===== config.mk =====
export PLATFORM = sky130hd
export DESIGN_NAME = apb_master_bridge
export DESIGN_NICKNAME = d
export VERILOG_FILES = /design/src/rtl/apb_master_bridge.sv
export SDC_FILE = /design/constraint.sdc
export NUM_CORES = 1
export LEC_CHECK = 0
export CORE_MARGIN = 2
export CORE_UTILIZATION = 39
export DETAILED_ROUTE_END_ITERATION = 10
export HOLD_SLACK_MARGIN = 0.08
export PLACE_DENSITY_LB_ADDON = 0.1
export SLEW_MARGIN = 10
export SYNTH_ARGS = -nofsm -noshare
export SYNTH_HDL_FRONTEND = slang
export SYNTH_SLANG_ARGS = --single-unit

===== constraint.sdc =====
create_clock -name clk -period 3.1 [get_ports clk]
set_input_delay 0.31 -clock clk [delete_from_list [all_inputs] [get_ports clk]]
set_output_delay 0.31 -clock clk [all_outputs]
set_load 0.005 [all_outputs]

===== src/rtl/apb_master_bridge.sv =====
// apb_master_bridge
// APB initiator. Takes one request at a time from a valid/ready port and runs
// it as an APB SETUP/ACCESS transfer. Waits for PREADY, returns PRDATA and
// PSLVERR as a one-cycle response pulse, and gives up on a slave that holds
// PREADY low for TIMEOUT_CYCLES access cycles (0 disables the timeout).

module apb_master_bridge #(
  parameter int ADDR_WIDTH     = 32,
  parameter int DATA_WIDTH     = 32,
  parameter int TIMEOUT_CYCLES = 16
) (
  input  logic                  clk,
  input  logic                  rst,
  // core-side request port
  input  logic                  req_valid,
  output logic                  req_ready,
  input  logic                  req_write,
  input  logic [ADDR_WIDTH-1:0] req_addr,
  input  logic [DATA_WIDTH-1:0] req_wdata,
  // core-side response port
  output logic                  rsp_valid,
  output logic [DATA_WIDTH-1:0] rsp_rdata,
  output logic                  rsp_err,
  output logic                  rsp_timeout,
  // APB initiator port
  output logic [ADDR_WIDTH-1:0] PADDR,
  output logic [DATA_WIDTH-1:0] PWDATA,
  output logic                  PWRITE,
  output logic                  PSEL,
  output logic                  PENABLE,
  input  logic [DATA_WIDTH-1:0] PRDATA,
  input  logic                  PREADY,
  input  logic                  PSLVERR
);

  // Counter is wide enough to hold TIMEOUT_CYCLES itself.
  localparam int              CNT_W         = (TIMEOUT_CYCLES > 0) ? $clog2(TIMEOUT_CYCLES + 1) : 1;
  localparam logic [CNT_W-1:0] TIMEOUT_LIMIT = CNT_W'(TIMEOUT_CYCLES);
  localparam bit              TIMEOUT_EN    = (TIMEOUT_CYCLES > 0);

  typedef enum logic [1:0] {
    ST_IDLE   = 2'd0,
    ST_SETUP  = 2'd1,
    ST_ACCESS = 2'd2,
    ST_RESP   = 2'd3
  } state_t;

  state_t           state_r;
  logic [CNT_W-1:0] wait_cnt_r;
  logic [CNT_W-1:0] wait_cnt_inc_s;
  logic             timeout_hit_s;

  // Ready only in IDLE, and forced low for as long as reset is held.
  assign req_ready = (state_r == ST_IDLE) & ~rst;

  // Timeout fires on the wait cycle that would bring the count to the limit.
  always_comb begin
    wait_cnt_inc_s = wait_cnt_r + CNT_W'(1);
    if (TIMEOUT_EN && (wait_cnt_inc_s == TIMEOUT_LIMIT)) begin
      timeout_hit_s = 1'b1;
    end else begin
      timeout_hit_s = 1'b0;
    end
  end

  // Transfer FSM: IDLE -> SETUP -> ACCESS -> RESP, all APB and response outputs registered.
  always_ff @(posedge clk or posedge rst) begin
    if (rst) begin
      state_r     <= ST_IDLE;
      wait_cnt_r  <= '0;
      PADDR       <= '0;
      PWDATA      <= '0;
      PWRITE      <= 1'b0;
      PSEL        <= 1'b0;
      PENABLE     <= 1'b0;
      rsp_valid   <= 1'b0;
      rsp_rdata   <= '0;
      rsp_err     <= 1'b0;
      rsp_timeout <= 1'b0;
    end else begin
      case (state_r)
        ST_IDLE: begin
          if (req_valid && req_ready) begin
            // Address/data/direction stay frozen until the next accept.
            PWRITE     <= req_write;
            PADDR      <= req_addr;
            PWDATA     <= req_wdata;
            PSEL       <= 1'b1;
            PENABLE    <= 1'b0;
            wait_cnt_r <= '0;
            state_r    <= ST_SETUP;
          end else begin
            state_r <= ST_IDLE;
          end
        end

        ST_SETUP: begin
          PENABLE <= 1'b1;
          state_r <= ST_ACCESS;
        end

        ST_ACCESS: begin
          if (PREADY) begin
            // A ready slave wins even on the cycle the timeout would fire.
            PSEL        <= 1'b0;
            PENABLE     <= 1'b0;
            rsp_valid   <= 1'b1;
            rsp_rdata   <= PWRITE ? '0 : PRDATA;
            rsp_err     <= PSLVERR;
            rsp_timeout <= 1'b0;
            state_r     <= ST_RESP;
          end else if (timeout_hit_s) begin
            PSEL        <= 1'b0;
            PENABLE     <= 1'b0;
            rsp_valid   <= 1'b1;
            rsp_rdata   <= '0;
            rsp_err     <= 1'b1;
            rsp_timeout <= 1'b1;
            state_r     <= ST_RESP;
          end else begin
            wait_cnt_r <= wait_cnt_inc_s;
            state_r    <= ST_ACCESS;
          end
        end

        ST_RESP: begin
          rsp_valid   <= 1'b0;
          rsp_rdata   <= '0;
          rsp_err     <= 1'b0;
          rsp_timeout <= 1'b0;
          state_r     <= ST_IDLE;
        end

        default: begin
          PSEL      <= 1'b0;
          PENABLE   <= 1'b0;
          rsp_valid <= 1'b0;
          state_r   <= ST_IDLE;
        end
      endcase
    end
  end

endmodule


==> results.sh, run 1 <==
export IMPL_final_setup_tns_ns=0
export IMPL_preCtsSetupSlack_ns=0.897
export IMPL_ys_ff_latch=109
export IMPL_cellPowerDensity_nw_per_um2=911
export IMPL_detailedRoute_firstPassIterationCount=4
export IMPL_fraction_of_registers_with_async_set_or_reset_after_synthesis_pct=100
export IMPL_fin_hold_ws_ns=0.473
export IMPL_synth_xor_xnor_area_share_pct=0
export IMPL_synth_enable_flop_cells=0
export IMPL_syn2layout_area_growth_pct=51.1
export IMPL_muxShareOfSynthArea_pct=19.1
export IMPL_worst_slew_margin_rel_pct=31.0
export IMPL_synth_nets=485
export IMPL_synth_cells=377
export IMPL_rrSetupSlack_ns=0.99
export IMPL_synth_top_cells_by_area="sky130_fd_sc_hd__dfrtp_1, sky130_fd_sc_hd__mux2_4, sky130_fd_sc_hd__o211ai_1"
export IMPL_synth_compound_area_share_pct=10.9
export IMPL_yosys_area_top_type="sky130_fd_sc_hd__dfrtp_1"
export IMPL_post_route_cells_drive_above_1_share_pct=17.2
export IMPL_p_leak_nw=3.35
export IMPL_initialDrtViolationCount=218
export IMPL_maxCapViolations=0
export IMPL_seqPwrFrac_pct=36.6
export IMPL_dp_hpwl_um=8950
export IMPL_post_synthesis_sequential_area_ratio_pct=55.5
export IMPL_chipWidth_um=116
export IMPL_post_cts_setup_buffers=0
export IMPL_ctsHtreeMaxLevel=3
export IMPL_final_design_area_no_fill_um2=7430
export IMPL_net_sw_power_mw=2.07
export IMPL_layout_nets=686
export IMPL_synth_area_um2=4910
export IMPL_grt_max_degree=55
export IMPL_synth_cell_type_count=42
export IMPL_avgSynthCellArea_um2=13.0
export IMPL_wl_per_cell_um=16.4
export IMPL_placement_cell_area_um2=7130
export IMPL_post_drt_via_cell_ratio=4.94
export IMPL_period_share_pct=71.3
export IMPL_worst_hold_path_type="input port to asynchronous set/reset pin"
export IMPL_clock_period_minus_final_worst_setup_slack_ns=2.21
export IMPL_post_synth_simple_gate_area_pct=8.76
export IMPL_grt_pass1_wl_um=19400
export IMPL_fp_dieArea_um2=13500
export IMPL_fp_coreArea_um2=12500
export IMPL_power_switching_share_pct=30.5
export IMPL_setup_violations=0
export IMPL_initial_core_util_pct=39.4
export IMPL_critPathCapture="req_ready"
export IMPL_finClkSkew_ns=0.00809
export IMPL_yosys_area_top_type_share_pct=55.5
export IMPL_fmax_mhz=452
export IMPL_multi_input_area_um2=1990
export IMPL_die_height_um=116
export IMPL_clk_path_buf_depth=2
export IMPL_internal_power_mw=4.70
export IMPL_r2r_cells=7
export IMPL_max_slew_worst_pin_slew_ns=1.04
export IMPL_post_route_util_pct=59.6
export IMPL_global_route_usage_met1_pct=24.0
export IMPL_place_gp_congestion=0.740
export IMPL_placementRows=41
export IMPL_grt_pass1_vias=3843
export IMPL_regToRegEndpoint="PENABLE"
export IMPL_cts_made_buffers=9
export IMPL_global_route_usage_met2_pct=29.0
export IMPL_max_stage_delay_ns=0.51
export IMPL_startpoint_type="register"
export IMPL_final_antenna_net_count=0
export IMPL_critical_path_endpoint_type="output pin"
export IMPL_p_comb_share_pct=46.1
export IMPL_critical_path_required_ns=2.79
export IMPL_post_cts_hold_buffer_count=0
export IMPL_total_detailed_routing_wirelength_um=12400
export IMPL_rsz0062_at_grt="false"
export IMPL_cp_cell_sequence="inv_1 -> ha_1 -> and2b_2 -> clkdlybuf4s50_1"
export IMPL_clock_tree_root_cell="sky130_fd_sc_hd__clkbuf_16"
export IMPL_setup_worst_path_class="register to output pin"
export IMPL_grt_overflow_total=0
export IMPL_post_synthesis_share_of_cell_area_spent_on_full_adders_half_adders_and_majority_gates_pct=1.53
export IMPL_slew_violations=0
export IMPL_gr_usage_all_layers_pct=18.4
export IMPL_worst_setup_path_startpoint="state_r[0]"
export IMPL_fill_count=1018
export IMPL_synth_flop_cell="sky130_fd_sc_hd__dfrtp_1"
export IMPL_port_buffers=204
export IMPL_critical_path_slowest_cell="sky130_fd_sc_hd__clkdlybuf4s50_1"
export IMPL_max_vdd_ir_drop_mv=0.442
export IMPL_routed_via_count=3733
export IMPL_path_max_fanout=6
export IMPL_setup_ws_ns=0.889
export IMPL_finalHoldViolCount=0
export IMPL_sequential_cell_area_um2=2730
export IMPL_clock_power_share_pct=17.3
export IMPL_post_cts_resized_instances=0
export IMPL_diodes=0
export IMPL_r2r_start="state_r[0]"
export IMPL_grt_antenna_before_repair=0
export IMPL_synth_top_family_by_area="multiplexers"
export IMPL_critical_path_arrival_ns=1.90
export IMPL_num_io_pins=205
export IMPL_status="finished clean"
export IMPL_top_usage_layer="met2"
export IMPL_clk_latency_worst_skew_pair_ns=0.35
export IMPL_detail_route_drc_violations=0
export IMPL_cts_reportedPaths_clkPinSlew_ns=0.07
export IMPL_count_of_yosys_warnings_during_synthesis=0
export IMPL_grt_util_met3_pct=5.86
export IMPL_clkSinkCount=109
export IMPL_tritoncts_clock_tree="built"
[Yosys cell counts (2+ instances only)]
master and count:
sky130_fd_sc_hd__dfrtp_1 109, sky130_fd_sc_hd__mux2_4 50, sky130_fd_sc_hd__nand2_1 48, sky130_fd_sc_hd__o211ai_1 26, sky130_fd_sc_hd__nand3_1 25, sky130_fd_sc_hd__mux2_2 15, sky130_fd_sc_hd__a21o_1 10, sky130_fd_sc_hd__a22o_1 10
sky130_fd_sc_hd__buf_6 9, sky130_fd_sc_hd__a21oi_1 7, sky130_fd_sc_hd__buf_2 7, sky130_fd_sc_hd__inv_1 7, sky130_fd_sc_hd__ha_1 6, sky130_fd_sc_hd__nand2b_1 6, sky130_fd_sc_hd__clkbuf_1 5, sky130_fd_sc_hd__o21ai_0 4
sky130_fd_sc_hd__a31oi_1 3, sky130_fd_sc_hd__nor2b_1 3, sky130_fd_sc_hd__and2_1 2, sky130_fd_sc_hd__buf_4 2, sky130_fd_sc_hd__o22ai_1 2
[worst min path at each step]
stage	cells past startpoint	slack, ns	from	endpoint
final	2	0.47	rst	rsp_valid
after global routing	1	0.52	PWDATA[2]	PWDATA[2]
after CTS	2	0.49	rst	rsp_valid
after detailed placement	1	0.49	rsp_rdata[23]	rsp_rdata[23]
after global placement	1	0.48	rsp_rdata[25]	rsp_rdata[25]
after floorplan	2	0.43	PRDATA[0]	rsp_rdata[0]
[logic make-up after synthesis]
family                     Yosys count
AOI/OAI and AO/OA                   73
and+or+nand+nor                     90
adders and majority gates            6
DFF                                109
buffers and inverters               32
muxes                               67
[worst max-delay path: cells and delay by family (launching register included)]
family	cells	cell delay, ns
buffers and inverters	2	0.62
flip-flops	1	0.40
adder cells (fa/ha/maj)	1	0.29
AND/OR/NAND/NOR	1	0.24
[sequential cells by signal, indices dropped and copies added (netlist names)]
name         flops
PADDR           32
PWDATA          32
PENABLE          1
rsp_timeout      1
PSEL             1
state_r          2
wait_cnt_r       5
rsp_err          1
PWRITE           1
rsp_valid        1
rsp_rdata       32
[metrics by stage]
stage               power, mW  cells
finish                   6.77    755
global placement         5.57    739
floorplan                3.99    377
detailed placement       5.65    739
CTS                      6.85    755
global route             7.21    755
[layout by cell type, fill, tap and decap left out, types with 4 or more instances in the layout]
cell type	netlist	routed
sky130_fd_sc_hd__clkbuf_16	0	9
sky130_fd_sc_hd__ha_1	6	6
sky130_fd_sc_hd__o21ai_0	4	4
sky130_fd_sc_hd__nand3_1	25	25
sky130_fd_sc_hd__a22o_1	10	10
sky130_fd_sc_hd__o211ai_1	26	26
sky130_fd_sc_hd__buf_4	2	7
sky130_fd_sc_hd__clkinvlp_4	0	4
sky130_fd_sc_hd__mux2_2	15	15
sky130_fd_sc_hd__nand2_1	48	47
sky130_fd_sc_hd__clkdlybuf4s50_1	0	204
sky130_fd_sc_hd__nand2b_1	6	6
sky130_fd_sc_hd__dfrtp_1	109	109
sky130_fd_sc_hd__a21o_1	10	10
sky130_fd_sc_hd__mux2_4	50	50
sky130_fd_sc_hd__inv_1	7	6
sky130_fd_sc_hd__a21oi_1	7	7
[final cells by class]
type                            count  area share [%]
Sequential cell                   109            36.7
Inverter                            8           0.455
Clock inverter                      6           0.977
Timing Repair Buffer              214            29.0
Tap cell                          172            2.90
Multi-Input combinational cell    236            26.9
Clock buffer                       10            3.08
[power by group through the flow]
| stage | logic, mW | clock network [mW] | registers, mW |
|---|---|---|---|
| finish | 3.12 | 1.17 | 2.47 |
| floorplan | 1.51 | 0 | 2.48 |
| global route | 3.39 | 1.26 | 2.56 |
| detailed placement | 3.17 | 0 | 2.47 |
| CTS | 3.17 | 1.20 | 2.48 |
| global placement | 3.11 | 0 | 2.46 |
[metal layers]
layer,up-vias,wire length [um]
li1,1746,-
met1,1822,5380
met2,152,5720
met3,13,1130
met4,0,177
met5,-,0
(Power assumes the default switching activity.)
==> run 2, diff against run 1 <==
Clock period 3.1 ns to 1.77 ns, I/O delays scaled along.
==> run 2 against run 1 <==
  * Count of clock-buffer cells in the layout increased by 2
  * First-iteration DRC count shrank 18%
  * Cell count increased by 3.0%
  * Clock power increased by 74%
  * Worst setup slack worse by 0.79 ns
  * Clock skew decreased by 0.00096 ns
  * Cell area grew 3.1%
==> results.sh, run 2 (synthesized netlist as in run 1, its figures left out) <==
export IMPL_diodes=0
export IMPL_final_cell_mix="sky130_fd_sc_hd__clkdlybuf4s50_1, sky130_fd_sc_hd__dfrtp_1, sky130_fd_sc_hd__mux2_4"
export IMPL_critPathTopFamily="buffers and inverters"
export IMPL_power_total_mw=12.2
export IMPL_crit_path_frequent_cell="sky130_fd_sc_hd__buf_4"
export IMPL_critical_path_arrival_ns=1.95
export IMPL_fin_hold_ws_ns=0.312
export IMPL_gr_usage_all_layers_pct=18.1
export IMPL_clk_path_buf_depth=2
export IMPL_clock_tree_root_cell="sky130_fd_sc_hd__clkbuf_16"
export IMPL_detail_route_drc_violations=0
export IMPL_place_gp_congestion=0.752
export IMPL_worst_hold_path_type="input port to asynchronous set/reset pin"
export IMPL_finClkSkew_ns=0.00713
export IMPL_dp_hpwl_um=9130
export IMPL_fp_dieArea_um2=13500
export IMPL_finished_layout_cells=778
export IMPL_max_slew_worst_pin_slew_ns=0.365
export IMPL_routed_via_count=3763
export IMPL_cellPowerDensity_nw_per_um2=1600
export IMPL_setup_violations=0
export IMPL_placementRows=41
export IMPL_grt_antenna_before_repair=0
export IMPL_fmax_mhz=599
export IMPL_commonest_non_fill_non_tap_cell_in_the_layout="sky130_fd_sc_hd__clkdlybuf4s50_1"
export IMPL_path_max_fanout=14
export IMPL_wl_per_cell_um=16.1
export IMPL_final_antenna_net_count=0
export IMPL_die_height_um=116
export IMPL_cp_cell_sequence="buf_4 -> ha_1 -> nor4b_4 -> buf_4 -> buf_12 -> a22o_1 -> a21o_1"
export IMPL_initial_core_util_pct=39.4
export IMPL_clock_period_minus_final_worst_setup_slack_ns=1.67
export IMPL_grt_overflow_total=0
export IMPL_cts_made_buffers=9
export IMPL_finalHoldViolCount=0
export IMPL_total_detailed_routing_wirelength_um=12500
export IMPL_startpoint_type="register"
export IMPL_setup_worst_path_class="register to register"
export IMPL_period_share_pct=94.3
export IMPL_clkSinkCount=109
export IMPL_critical_path_slowest_cell="sky130_fd_sc_hd__dfrtp_1"
export IMPL_initialDrtViolationCount=179
export IMPL_top_regs="PADDR: 32 flops, PWDATA: 32 flops, rsp_rdata: 32 flops"
export IMPL_cts_reportedPaths_clkPinSlew_ns=0.07
export IMPL_critical_path_endpoint_type="register"
export IMPL_max_stage_delay_ns=0.39
export IMPL_rsz0062_at_grt="false"
export IMPL_post_route_util_pct=61.4
export IMPL_num_io_pins=205
export IMPL_fill_count=1077
export IMPL_maxCapViolations=0
export IMPL_port_buffers=204
export IMPL_clk_latency_worst_skew_pair_ns=0.35
export IMPL_post_place_cells=759
export IMPL_status="finished clean"
export IMPL_p_leak_nw=3.48
export IMPL_chipWidth_um=116
export IMPL_grt_max_degree=69
export IMPL_post_drt_via_cell_ratio=4.84
export IMPL_detailedRoute_firstPassIterationCount=4
export IMPL_slew_violations=0
export IMPL_critical_path_required_ns=2.05
export IMPL_worst_slew_margin_rel_pct=75.7
export IMPL_layout_nets=710
export IMPL_worstPathBufferInverterCount=3
export IMPL_max_vdd_ir_drop_mv=0.798
export IMPL_grt_pass1_vias=3779
export IMPL_fp_coreArea_um2=12500
export IMPL_post_route_cells_drive_above_1_share_pct=21.5
export IMPL_final_setup_tns_ns=0
export IMPL_ctsHtreeMaxLevel=3
export IMPL_grt_pass1_wl_um=18900
export IMPL_tritoncts_clock_tree="built"
export IMPL_syn2layout_area_growth_pct=55.8
[run 2: metal layers]
metal	GRT usage (%)	up-vias	routed length [um]
met3	5.81	11	1160
met4	6.43	0	174
met1	23.3	1799	5340
li1	-	1795	-
met5	0	-	0
met2	29.0	158	5830
[run 2: layout make-up]
| cell class | count | area, um2 | area share, % |
|---|---|---|---|
| multi-input combinational | 236 | 2010 | 26.2 |
| timing repair buffer | 238 | 2370 | 31.0 |
| clock buffer | 12 | 256 | 3.35 |
| tap | 172 | 215 | 2.81 |
| inverter | 8 | 33.8 | 0.441 |
| clock inverter | 3 | 45.0 | 0.588 |
| sequential | 109 | 2730 | 35.6 |
[run 2: worst paths after layout]
| kind | slack (ns) | startpoint | endpoint | cells past startpoint |
|---|---|---|---|---|
| min | 0.31 | rst | PADDR[31] | 3 |
| min reg2reg | 0.49 | PENABLE | PENABLE | 1 |
| min in group clk | 0.39 | PRDATA[6] | rsp_rdata[6] | 3 |
| max reg2reg | 0.10 | state_r[0] | rsp_rdata[25] | 7 |
| max | 0.10 | state_r[0] | rsp_rdata[25] | 7 |
| max in group asynchronous | 1.12 | rst | PADDR[5] | 3 |
[run 2: repair_timing]
| item | CTS | global route |
|---|---|---|
| gates resized for setup | 5 | 3 |
| endpoints found under the setup margin | 1 | 25 |
| setup buffers | 1 | 2 |
| gates cloned | 0 | 1 |
| pin swaps | 0 | 1 |
| hold buffers | 0 | 0 |
[run 2: per-stage QoR]
stage | setup slack (ns) | cell area, um2
after floorplan | 0.0231 | 4920
after global placement | -0.0545 | 7310
after detailed placement | -0.0651 | 7310
after CTS | 0.0438 | 7620
after global routing | 0.000334 | 7660
final | 0.101 | 7660
[run 2: tightest hold or removal path, delay by kind of cell]
kind | cells | cell delay (ns)
buffers and inverters | 3 | 0.84
[run 2: power breakdown]
group / switching, mW / internal (mW) / total, mW
logic: 2.02 / 3.83 / 5.85
clock network: 0.863 / 1.17 / 2.03
registers: 0.735 / 3.60 / 4.33
total: 3.62 / 8.60 / 12.2
==> run 3, diff against run 2 <==
Settings changed: CORE_UTILIZATION 39 to 43.
Clock period 1.77 ns to 1.9 ns, I/O delays scaled along.
==> run 3 against run 2 <==
  * Die area shrank 9.0%
  * Utilization increased by 5.2 points
  * Fmax is 5.0% lower
  * Global-route usage rose by 2.6 points
  * Sequential share of layout area increased by 0.72 points
  * Clock power shrank 7%
  * Sequential power shrank 6.9%
  * Hold slack got worse by 0.088 ns
  * Cell count fell by 5.0%
  * Total power fell by 8.5%
  * Critical path depth unchanged
  * Via count up 0.58%
  * Critical endpoint is now rsp_rdata[21]
  * Largest power group unchanged
==> results.sh, run 3 (synthesized netlist as in run 1, its figures left out) <==
export IMPL_worst_slew_margin_rel_pct=65.9
export IMPL_initial_core_util_pct=43.6
export IMPL_cts_reportedPaths_clkPinSlew_ns=0.07
export IMPL_detail_route_drc_violations=0
export IMPL_top_regs="PADDR: 32 flops, PWDATA: 32 flops, rsp_rdata: 32 flops"
export IMPL_critical_path_endpoint_type="register"
export IMPL_r2r_cells=7
export IMPL_max_vdd_ir_drop_mv=1.11
export IMPL_tritoncts_clock_tree="built"
export IMPL_power_total_mw=11.2
export IMPL_post_route_cells_drive_above_1_share_pct=18.8
export IMPL_fin_hold_ws_ns=0.224
export IMPL_grt_pass1_wl_um=20300
export IMPL_die_height_um=111
export IMPL_status="finished clean"
export IMPL_ctsHtreeMaxLevel=3
export IMPL_place_gp_congestion=0.762
export IMPL_critical_path_required_ns=2.18
export IMPL_period_share_pct=92.4
export IMPL_r2r_start="state_r[0]"
export IMPL_fp_coreArea_um2=11300
export IMPL_syn2layout_area_growth_pct=52.7
export IMPL_routed_via_count=3785
export IMPL_cts_made_buffers=9
export IMPL_fp_dieArea_um2=12300
export IMPL_dp_hpwl_um=9210
export IMPL_total_detailed_routing_wirelength_um=12500
export IMPL_cp_cell_sequence="inv_1 -> ha_1 -> inv_2 -> nor4b_4 -> buf_12 -> a22o_1 -> a21o_1"
export IMPL_wl_per_cell_um=17.0
export IMPL_slew_violations=0
export IMPL_gr_usage_all_layers_pct=20.8
export IMPL_max_slew_worst_pin_slew_ns=0.512
export IMPL_worst_hold_path_type="input port to asynchronous set/reset pin"
export IMPL_clk_path_buf_depth=2
export IMPL_final_antenna_net_count=0
export IMPL_max_stage_delay_ns=0.41
export IMPL_chipWidth_um=111
export IMPL_startpoint_type="register"
export IMPL_placement_cell_area_um2=7200
export IMPL_grt_pass1_vias=3912
export IMPL_diodes=0
export IMPL_clock_period_minus_final_worst_setup_slack_ns=1.76
export IMPL_layout_nets=699
export IMPL_clkSinkCount=109
export IMPL_port_buffers=204
export IMPL_setup_worst_path_class="register to register"
export IMPL_critical_path_arrival_ns=2.04
export IMPL_cellPowerDensity_nw_per_um2=1490
export IMPL_commonest_non_fill_non_tap_cell_in_the_layout="sky130_fd_sc_hd__clkdlybuf4s50_1"
export IMPL_final_design_area_no_fill_um2=7500
export IMPL_setup_violations=0
export IMPL_maxCapViolations=0
export IMPL_post_drt_via_cell_ratio=5.12
export IMPL_rsz0062_at_grt="false"
export IMPL_final_cell_mix="sky130_fd_sc_hd__clkdlybuf4s50_1, sky130_fd_sc_hd__dfrtp_1, sky130_fd_sc_hd__mux2_4"
export IMPL_placementRows=39
export IMPL_grt_max_degree=38
export IMPL_grt_antenna_before_repair=0
export IMPL_final_setup_tns_ns=0
export IMPL_regToRegEndpoint="rsp_rdata[21]"
export IMPL_path_max_fanout=28
export IMPL_initialDrtViolationCount=162
export IMPL_finClkSkew_ns=0.00383
export IMPL_post_route_util_pct=66.6
export IMPL_grt_overflow_total=0
export IMPL_critical_path_slowest_cell="sky130_fd_sc_hd__dfrtp_1"
export IMPL_detailedRoute_firstPassIterationCount=4
export IMPL_p_leak_nw=3.43
export IMPL_clk_latency_worst_skew_pair_ns=0.34
export IMPL_fmax_mhz=569
export IMPL_num_io_pins=205
export IMPL_finalHoldViolCount=0
export IMPL_clock_tree_root_cell="sky130_fd_sc_hd__clkbuf_16"
export IMPL_rrSetupSlack_ns=0.14
export IMPL_post_cts_hold_buffer_count=0
## run 3: cell types whose count changed in the layout (fill, tap and decap cells not counted), sizes merged
cell and change:
buf -10, clkbuf -2, clkinv +2, clkinvlp -1, dlygate4sd2 +1
## run 3: critical path: cells and delay by family (launching register included)
| kind | cells | cell delay [ns] |
|---|---|---|
| buffers and inverters | 3 | 0.45 |
| DFF | 1 | 0.41 |
| and+or+nand+nor | 1 | 0.36 |
| adders and majority gates | 1 | 0.24 |
| AOI/OAI and AO/OA | 2 | 0.24 |
## run 3: metal layers
layer	GRT usage [%]	share of wire, %
met5	0	0
met4	5.33	1.3
met3	8.69	9.4
met2	32.9	46
met1	26.5	43
## run 3: worst max path at each step
stage / start / cells after the start / end
2_1_floorplan: state_r[0] / 8 / PENABLE
3_3_place_gp: rst / 5 / PADDR[27]
3_5_place_dp: rst / 5 / PADDR[20]
4_1_cts: state_r[0] / 7 / rsp_rdata[21]
5_1_grt: state_r[0] / 7 / rsp_rdata[26]
6_report: state_r[0] / 7 / rsp_rdata[21]
## run 3: cell type report
type,count,area (um2)
Clock buffer,12,246
Clock inverter,4,47.5
Fill cell,894,3770
Inverter,8,33.8
Multi-Input combinational cell,236,1990
Sequential cell,109,2730
Tap cell,143,179
Timing Repair Buffer,227,2280
## run 3: report_power, final
part	switching (mW)	internal [mW]
logic	1.86	3.41
registers	0.675	3.35
clock network	0.825	1.06
## run 3: metrics by stage
stage	worst slack [ns]	instances
6_report	0.144	739
5_1_grt	0.00399	739
4_1_cts	0.0789	738
3_5_place_dp	0.0517	722
3_3_place_gp	0.0795	722
2_1_floorplan	0.128	377
## run 3: timing repair
item                       CTS  global route
gates resized for setup      1             0
pin swaps                    0             1
setup endpoints to repair    1             5
buffers inserted             0             1
